## src/rtl/wide_reg_sequencer_pkg.sv

```systemverilog
// Shared sizes, state encodings and the word-count check for the wide-register load sequencer.
package wide_reg_sequencer_pkg;

  localparam int unsigned WORDS  = 16;
  localparam int unsigned WORD_W = 32;
  localparam int unsigned OFS_W  = 4;

  localparam logic [1:0] ST_IDLE = 2'd0;
  localparam logic [1:0] ST_LOAD = 2'd1;
  localparam logic [1:0] ST_DONE = 2'd2;

  // A load must cover 1..WORDS words; anything else is refused with an err pulse.
  function automatic logic count_ok(input logic [OFS_W:0] count);
    return (count != '0) && (count <= (OFS_W + 1)'(WORDS));
  endfunction

endpackage

```

## src/rtl/wide_reg_sequencer.sv

```systemverilog
// Fills a window of the 512-bit wide write-data register from a host word stream,
// sharing the single wide-write port with execute-stage writes, which always win.
module wide_reg_sequencer
  import wide_reg_sequencer_pkg::*;
(
  input  logic              clk,
  input  logic              rst,
  input  logic              i_start,
  input  logic [OFS_W-1:0]  i_start_offset,
  input  logic [OFS_W:0]    i_word_count,
  input  logic              i_abort,
  input  logic              i_s_valid,
  input  logic [WORD_W-1:0] i_s_data,
  output logic              o_s_ready,
  input  logic              i_ex_wide_wen,
  input  logic [OFS_W-1:0]  i_ex_wide_offset,
  input  logic [WORD_W-1:0] i_ex_wdata,
  output logic              o_rf_wide_wen,
  output logic [OFS_W-1:0]  o_rf_wide_offset,
  output logic [WORD_W-1:0] o_rf_wdata0,
  output logic              o_busy,
  output logic              o_done,
  output logic              o_err
);

  logic [1:0]        r_state;
  logic [1:0]        w_state_nxt;
  logic [OFS_W-1:0]  r_cur_ofs;
  logic [OFS_W:0]    r_remaining;
  logic              r_rf_wen;
  logic [OFS_W-1:0]  r_rf_ofs;
  logic [WORD_W-1:0] r_rf_data;
  logic              r_err;

  logic w_in_idle;
  logic w_in_load;
  logic w_s_ready;
  logic w_beat;
  logic w_last_beat;
  logic w_count_ok;
  logic w_start_ok;

  assign w_in_idle   = (r_state == ST_IDLE);
  assign w_in_load   = (r_state == ST_LOAD);
  assign w_count_ok  = count_ok(i_word_count);
  assign w_start_ok  = w_in_idle && i_start && w_count_ok;
  // Host stalls whenever execute owns the write port or the load is being cancelled.
  assign w_s_ready   = w_in_load && !i_ex_wide_wen && !i_abort;
  assign w_beat      = w_s_ready && i_s_valid;
  assign w_last_beat = w_beat && (r_remaining == (OFS_W + 1)'(1));

  always_comb begin
    w_state_nxt = r_state;
    case (r_state)
      ST_IDLE: if (w_start_ok) w_state_nxt = ST_LOAD;
      ST_LOAD: if (i_abort || w_last_beat) w_state_nxt = ST_DONE;
      ST_DONE: w_state_nxt = ST_IDLE;
      default: w_state_nxt = ST_IDLE;
    endcase
  end

  always_ff @(posedge clk) begin
    if (rst) begin
      r_state     <= ST_IDLE;
      r_cur_ofs   <= '0;
      r_remaining <= '0;
      r_rf_wen    <= 1'b0;
      r_rf_ofs    <= '0;
      r_rf_data   <= '0;
      r_err       <= 1'b0;
    end else begin
      r_state <= w_state_nxt;
      r_err   <= w_in_idle && i_start && !w_count_ok;

      if (w_start_ok) begin
        r_cur_ofs   <= i_start_offset;
        r_remaining <= i_word_count;
      end else if (w_beat) begin
        r_cur_ofs   <= r_cur_ofs + OFS_W'(1);
        r_remaining <= r_remaining - (OFS_W + 1)'(1);
      end

      // Offset/data hold their last value while no write is granted.
      r_rf_wen <= i_ex_wide_wen || w_beat;
      if (i_ex_wide_wen) begin
        r_rf_ofs  <= i_ex_wide_offset;
        r_rf_data <= i_ex_wdata;
      end else if (w_beat) begin
        r_rf_ofs  <= r_cur_ofs;
        r_rf_data <= i_s_data;
      end
    end
  end

  assign o_s_ready        = w_s_ready;
  assign o_rf_wide_wen    = r_rf_wen;
  assign o_rf_wide_offset = r_rf_ofs;
  assign o_rf_wdata0      = r_rf_data;
  assign o_busy           = w_in_load;
  assign o_done           = (r_state == ST_DONE);
  assign o_err            = r_err;

endmodule

```

## config.mk

```make
export PLATFORM = sky130hd
export DESIGN_NAME = wide_reg_sequencer
export DESIGN_NICKNAME = d
export VERILOG_FILES = /design/src/rtl/wide_reg_sequencer_pkg.sv /design/src/rtl/wide_reg_sequencer.sv
export SDC_FILE = /design/constraint.sdc
export NUM_CORES = 1
export LEC_CHECK = 0
export CAP_MARGIN = 5
export CELL_PAD_IN_SITES_DETAIL_PLACEMENT = 0
export CELL_PAD_IN_SITES_GLOBAL_PLACEMENT = 1
export CORE_MARGIN = 10
export CORE_UTILIZATION = 27
export DETAILED_ROUTE_END_ITERATION = 7
export GPL_TIMING_DRIVEN = 0
export PLACE_DENSITY = 0.76
export SLEW_MARGIN = 20
export SYNTH_ARGS = -nofsm -noshare
export SYNTH_HDL_FRONTEND = slang
export SYNTH_SLANG_ARGS = --single-unit
```

## constraint.sdc

```tcl
create_clock -name clk -period 2.16 [get_ports clk]
set_input_delay 0.432 -clock clk [delete_from_list [all_inputs] [get_ports clk]]
set_output_delay 0.432 -clock clk [all_outputs]
set_load 0.01 [all_outputs]
```

=== After elaboration in Yosys (flattened, before gate mapping) ===
Cells that the tools add are included.

* Flip-flop bits (word level): 49
* Input port bits: 83
* Output and inout port bits: 41

* Add/subtract/negate cells: 2
* Magnitude comparators: 1
* Eq/ne operators: 5
* Multiplexer cells: 11
* Reductions and logical operators: 18

{| class="wikitable"
|+ Operators with widths
! operator !! count
|-
| two-way mux 32 bit || 2
|-
| two-way mux 4 bit || 4
|-
| two-way mux 5 bit || 2
|-
| logical AND 1 bit || 8
|-
| equality test 5 x 1 -> 1 bit (second input constant) || 1
|-
| <= comparator 5 bit (second input constant) || 1
|-
| nonzero test 5 bit || 1
|-
| subtractor 5 x 1 -> 5 bit (second input constant) || 1
|-
| adder 4 x 1 -> 4 bit (second input constant) || 1
|-
| two-way mux 2 bit || 2
|-
| != test 2 x 1 -> 1 bit (second input constant) || 2
|-
| case mux 2 bit (2 select lines) || 1
|-
| nonzero test 2 bit || 2
|-
| zero test 1 bit || 3
|-
| equality test 2 x 1 -> 1 bit (second input constant) || 1
|-
| equality test 2 bit (second input constant) || 1
|-
| zero test 2 bit || 1
|-
| logical OR 1 bit || 2
|-
| AND reduction 2 bit || 1
|}

=== Longest topological paths before layout ===
* Word-level depth: 8
* Gate-level depth with buffers: 8

=== Worst setup path after synthesis ===
OpenSTA, ideal clock, no wires.

* Path kind: input -> register
* Start: input i_ex_wide_wen
* End: register r_rf_data[13], in the netlist o_rf_wdata0[13]
* Data arrival time: 1690 ps
* Required time: 2090 ps
* Slack: 399 ps
* Stages on the path: 8
* Buffers on the path: 3
* Cell sequence: buf_4 > nor4b_4 > and2_1 > buf_4 > buf_4 > nand2_1 > a21o_1 > a21oi_1

* Cells in the longest elaborated chain, start to end: 5

{| class="wikitable"
|+ RTL lines
! what !! line !! source
|-
| start: declaration || wide_reg_sequencer.sv:15 || <nowiki>input logic i_ex_wide_wen,</nowiki>
|-
| zero test 1 bit || wide_reg_sequencer.sv:48 || <nowiki>assign w_s_ready = w_in_load && !i_ex_wide_wen && !i_abort;</nowiki>
|-
| logical AND 1 bit (2 in a row) || wide_reg_sequencer.sv:48 ||
|-
| net o_s_ready || wide_reg_sequencer.sv:14 || <nowiki>output logic o_s_ready,</nowiki>
|-
| logical AND 1 bit || wide_reg_sequencer.sv:49 || <nowiki>assign w_beat = w_s_ready && i_s_valid;</nowiki>
|-
| nonzero test 2 bit (no line) || n/a ||
|-
| end signal: assignment || wide_reg_sequencer.sv:87 || <nowiki>r_rf_data <= i_ex_wdata;</nowiki>
|-
| end signal: assignment || wide_reg_sequencer.sv:90 || <nowiki>r_rf_data <= i_s_data;</nowiki>
|-
| end: declaration || wide_reg_sequencer.sv:32 || <nowiki>logic [WORD_W-1:0] r_rf_data;</nowiki>
|}

The timed path passes the listed nets, and every way through them passes these cells.
A chain may end at the register's enable or synchronous reset.

=== Final worst setup path ===
* Start: input i_abort
* End: register r_rf_data[10], in the netlist o_rf_wdata0[10]

* Cells in the longest elaborated chain, start to end: 4

{| class="wikitable"
|+ RTL lines
! what !! line !! source
|-
| start: declaration || wide_reg_sequencer.sv:11 || <nowiki>input logic i_abort,</nowiki>
|-
| zero test 1 bit || wide_reg_sequencer.sv:48 ||
|-
| logical AND 1 bit || wide_reg_sequencer.sv:48 ||
|-
| logical AND 1 bit || wide_reg_sequencer.sv:49 ||
|-
| nonzero test 2 bit (no line) || n/a ||
|}

No other way between the ends.

==> run metrics <==
FP Rows 34; type of the worst min-delay path reg2reg; CP cell instances clkdlybuf4s50_1, nor4b_4, buf_4, and2_1, buf_4, buf_4, nand2_1, a21o_1, a21oi_1; final hold vios 0; Clock Skew 0.00982 ns; Worst Path Arrival 2.26 ns; final WL 8790 um; Max Fclk 492 MHz; chip width 114 um; DR WL/cell 15.9 um; layout cell share with drive strength beyond 1 0.0586; fin crit share 0.940; Initial Utilization 0.276; top cell type's share of synthesized area 0.412; top post-synthesis cells by area dfxtp_1, nand2_1, a21o_1; Comb pwr share 0.228; DRT antenna net count 0; Clock Latency Late Sink 0.30 ns; clock power share 0.293; Max-cap violations 0; largest net degree at the start of global routing 15; Critical-path top delay cell clkdlybuf4s50_1; Vias/cell 4.59; maximum VDD drop 275 uV; CTS tree built; post-layout util 0.446; Psw 0.000541 W; max-slew violations 0; WP data required 2.39 ns; number of synthesized register bits 49; CTS sink cnt 49; Worst setup EP type flop; Synth area leader dfxtp_1; register area share after synthesis 0.412; gpl congestion 0.745; clock buffer count from CTS 5; Tot GR Track Use 0.129; CP peak stage delay 0.47 ns; worst path bufs/invs 4; ANT cells 0; IO Port Bufs 121; most common cell after layout, fill and taps aside clkdlybuf4s50_1; Ports 124; Top FF cell, synth dfxtp_1; post-route insts no fill 552; crit path time final 2.03 ns; Die H 114 um; synth unique cells 35; hold_ws 0.464 ns; Syn Std Cell Area 2380 um2; Top cell by count, worst path buf_4; final setup violating endpoints 0; Worst path top cell family by delay buffers and inverters; vias post-DR 2535; Async SR Flop Fraction 0; commonest cells after routing, fill and taps aside clkdlybuf4s50_1, nand2_1, dfxtp_1, a21oi_1, a21o_1; RSZ-0062 raised after global routing false; total grt overflow 0; Syn Inst Count 314; Ys Warns 0; Worst Tran Pin Value 0.552 ns; post-placement cell count 543; global-route wire length before repair 13700 um; EDFF count, synth 0; Setup CP Type in2reg; initial antenna violation count 0; Max-slew headroom 0.632; drt first pass iters 4; Int Power 0.00153 W; number of H-tree levels 2; P&R area growth vs syn 61.6%; Final #Nets 529; Core ar. 8640 um2; clk slew on worst S/H paths 0.10 ns; power share of the sequential group 0.479; DP Wirelength 6670 um; CTS max path bufs 2; 1st-iter DRT viols 97; worst reg-to-reg setup slack 0.33 ns; Die Area 13000 um2; status finished, final reports clean; # fillers 891; Pwr Density 538 nW/um2; vias in the first global route 2565; leak pwr 1.40 nW; Worst Path Max Fanout 10; Sw Ratio 0.261; DRC errors left 0; syn_area_per_cell 7.59 um2; Root Buffer clkbuf_8; synthesized net count 400; crit path launch type input pin
==> synthesized netlist by cell type (all sizes together), types with 3 or more instances <==
cell,number
a21o,32
a22oi,5
nor3,3
nand2,106
ha,3
inv,5
clkbuf,15
o21ai,4
buf,8
a21oi,43
xnor2,4
nor4b,3
nor2,12
a211oi,3
dfxtp,49
==> per-layer routing <==
layer	track usage	wire length (um)
met1	0.155	3870
met2	0.209	3960
met3	0.0546	871
met4	0.0326	87
met5	0	0
==> final timing paths <==
path | cells after the start | start | end
max | 9 | i_abort | o_rf_wdata0[10]
max reg2reg | 8 | r_state[1] | o_rf_wdata0[10]
min | 2 | o_rf_wide_offset[2] | o_rf_wide_offset[2]
min reg2reg | 2 | o_rf_wide_offset[2] | o_rf_wide_offset[2]
==> metrics by stage <==
| step | TNS [ns] | cell area (um2) | setup slack (ns) | power (W) |
|---|---|---|---|---|
| floorplan | 0 | 2380 | 0.399 | 0.00120 |
| global placement | -9.19 | 3730 | -0.315 | 0.00148 |
| detailed placement | -8.59 | 3730 | -0.310 | 0.00149 |
| CTS | 0 | 3840 | 0.0617 | 0.00210 |
| global route | 0 | 3850 | 0.0107 | 0.00218 |
| finish | 0 | 3850 | 0.129 | 0.00207 |
==> cell type report <==
cell class	instances	area, um2	share of cell area
buffer	23	120	0.0312
clock buffer	7	96.3	0.0250
inverter	5	18.8	0.00488
tap	108	135	0.0351
timing repair buffer	122	1220	0.316
clock inverter	1	5.00	0.00130
multi-input combinational	237	1270	0.331
sequential	49	981	0.255
==> logic make-up after synthesis <==
| kind of cell | after synthesis | share of synthesized area |
|---|---|---|
| fa+ha+maj | 3 | 0.0158 |
| xor+xnor | 5 | 0.0184 |
| compound gates | 92 | 0.242 |
| buf+inv | 28 | 0.0562 |
| simple gates | 136 | 0.251 |
| mux | 1 | 0.00473 |
| flops | 49 | 0.412 |
==> power by group through the flow <==
| stage | clock (W) | sequential (W) | combinational (W) |
|---|---|---|---|
| floorplan | 0 | 0.00103 | 0.000170 |
| global placement | 0 | 0.00101 | 0.000470 |
| detailed placement | 0 | 0.00101 | 0.000472 |
| CTS | 0.000635 | 0.000993 | 0.000476 |
| global route | 0.000661 | 0.00100 | 0.000514 |
| finish | 0.000607 | 0.000993 | 0.000471 |
==> registers in the layout, indices dropped and copies added, names as in the netlist <==
| register | count |
|---|---|
| r_remaining | 5 |
| o_err | 1 |
| o_rf_wide_offset | 4 |
| o_rf_wide_wen | 1 |
| r_cur_ofs | 4 |
| r_state | 2 |
| o_rf_wdata0 | 32 |
==> worst register-to-register path, delay by kind of cell, from the launching register on <==
family	cells	cell delay, ns
DFF	1	0.38
AOI/OAI and AO/OA	2	0.28
and+or+nand+nor	3	0.52
buffers and inverters	3	0.57
==> what timing repair did <==
| item | in CTS | in global routing |
|---|---|---|
| hold buffers | 0 | 0 |
| pin swaps | 1 | 0 |
| gates resized for setup | 4 | 4 |
| endpoints found under the setup margin | 1 | 4 |
| buffers inserted | 1 | 0 |
No activity file was read; power rests on OpenSTA's default activity.
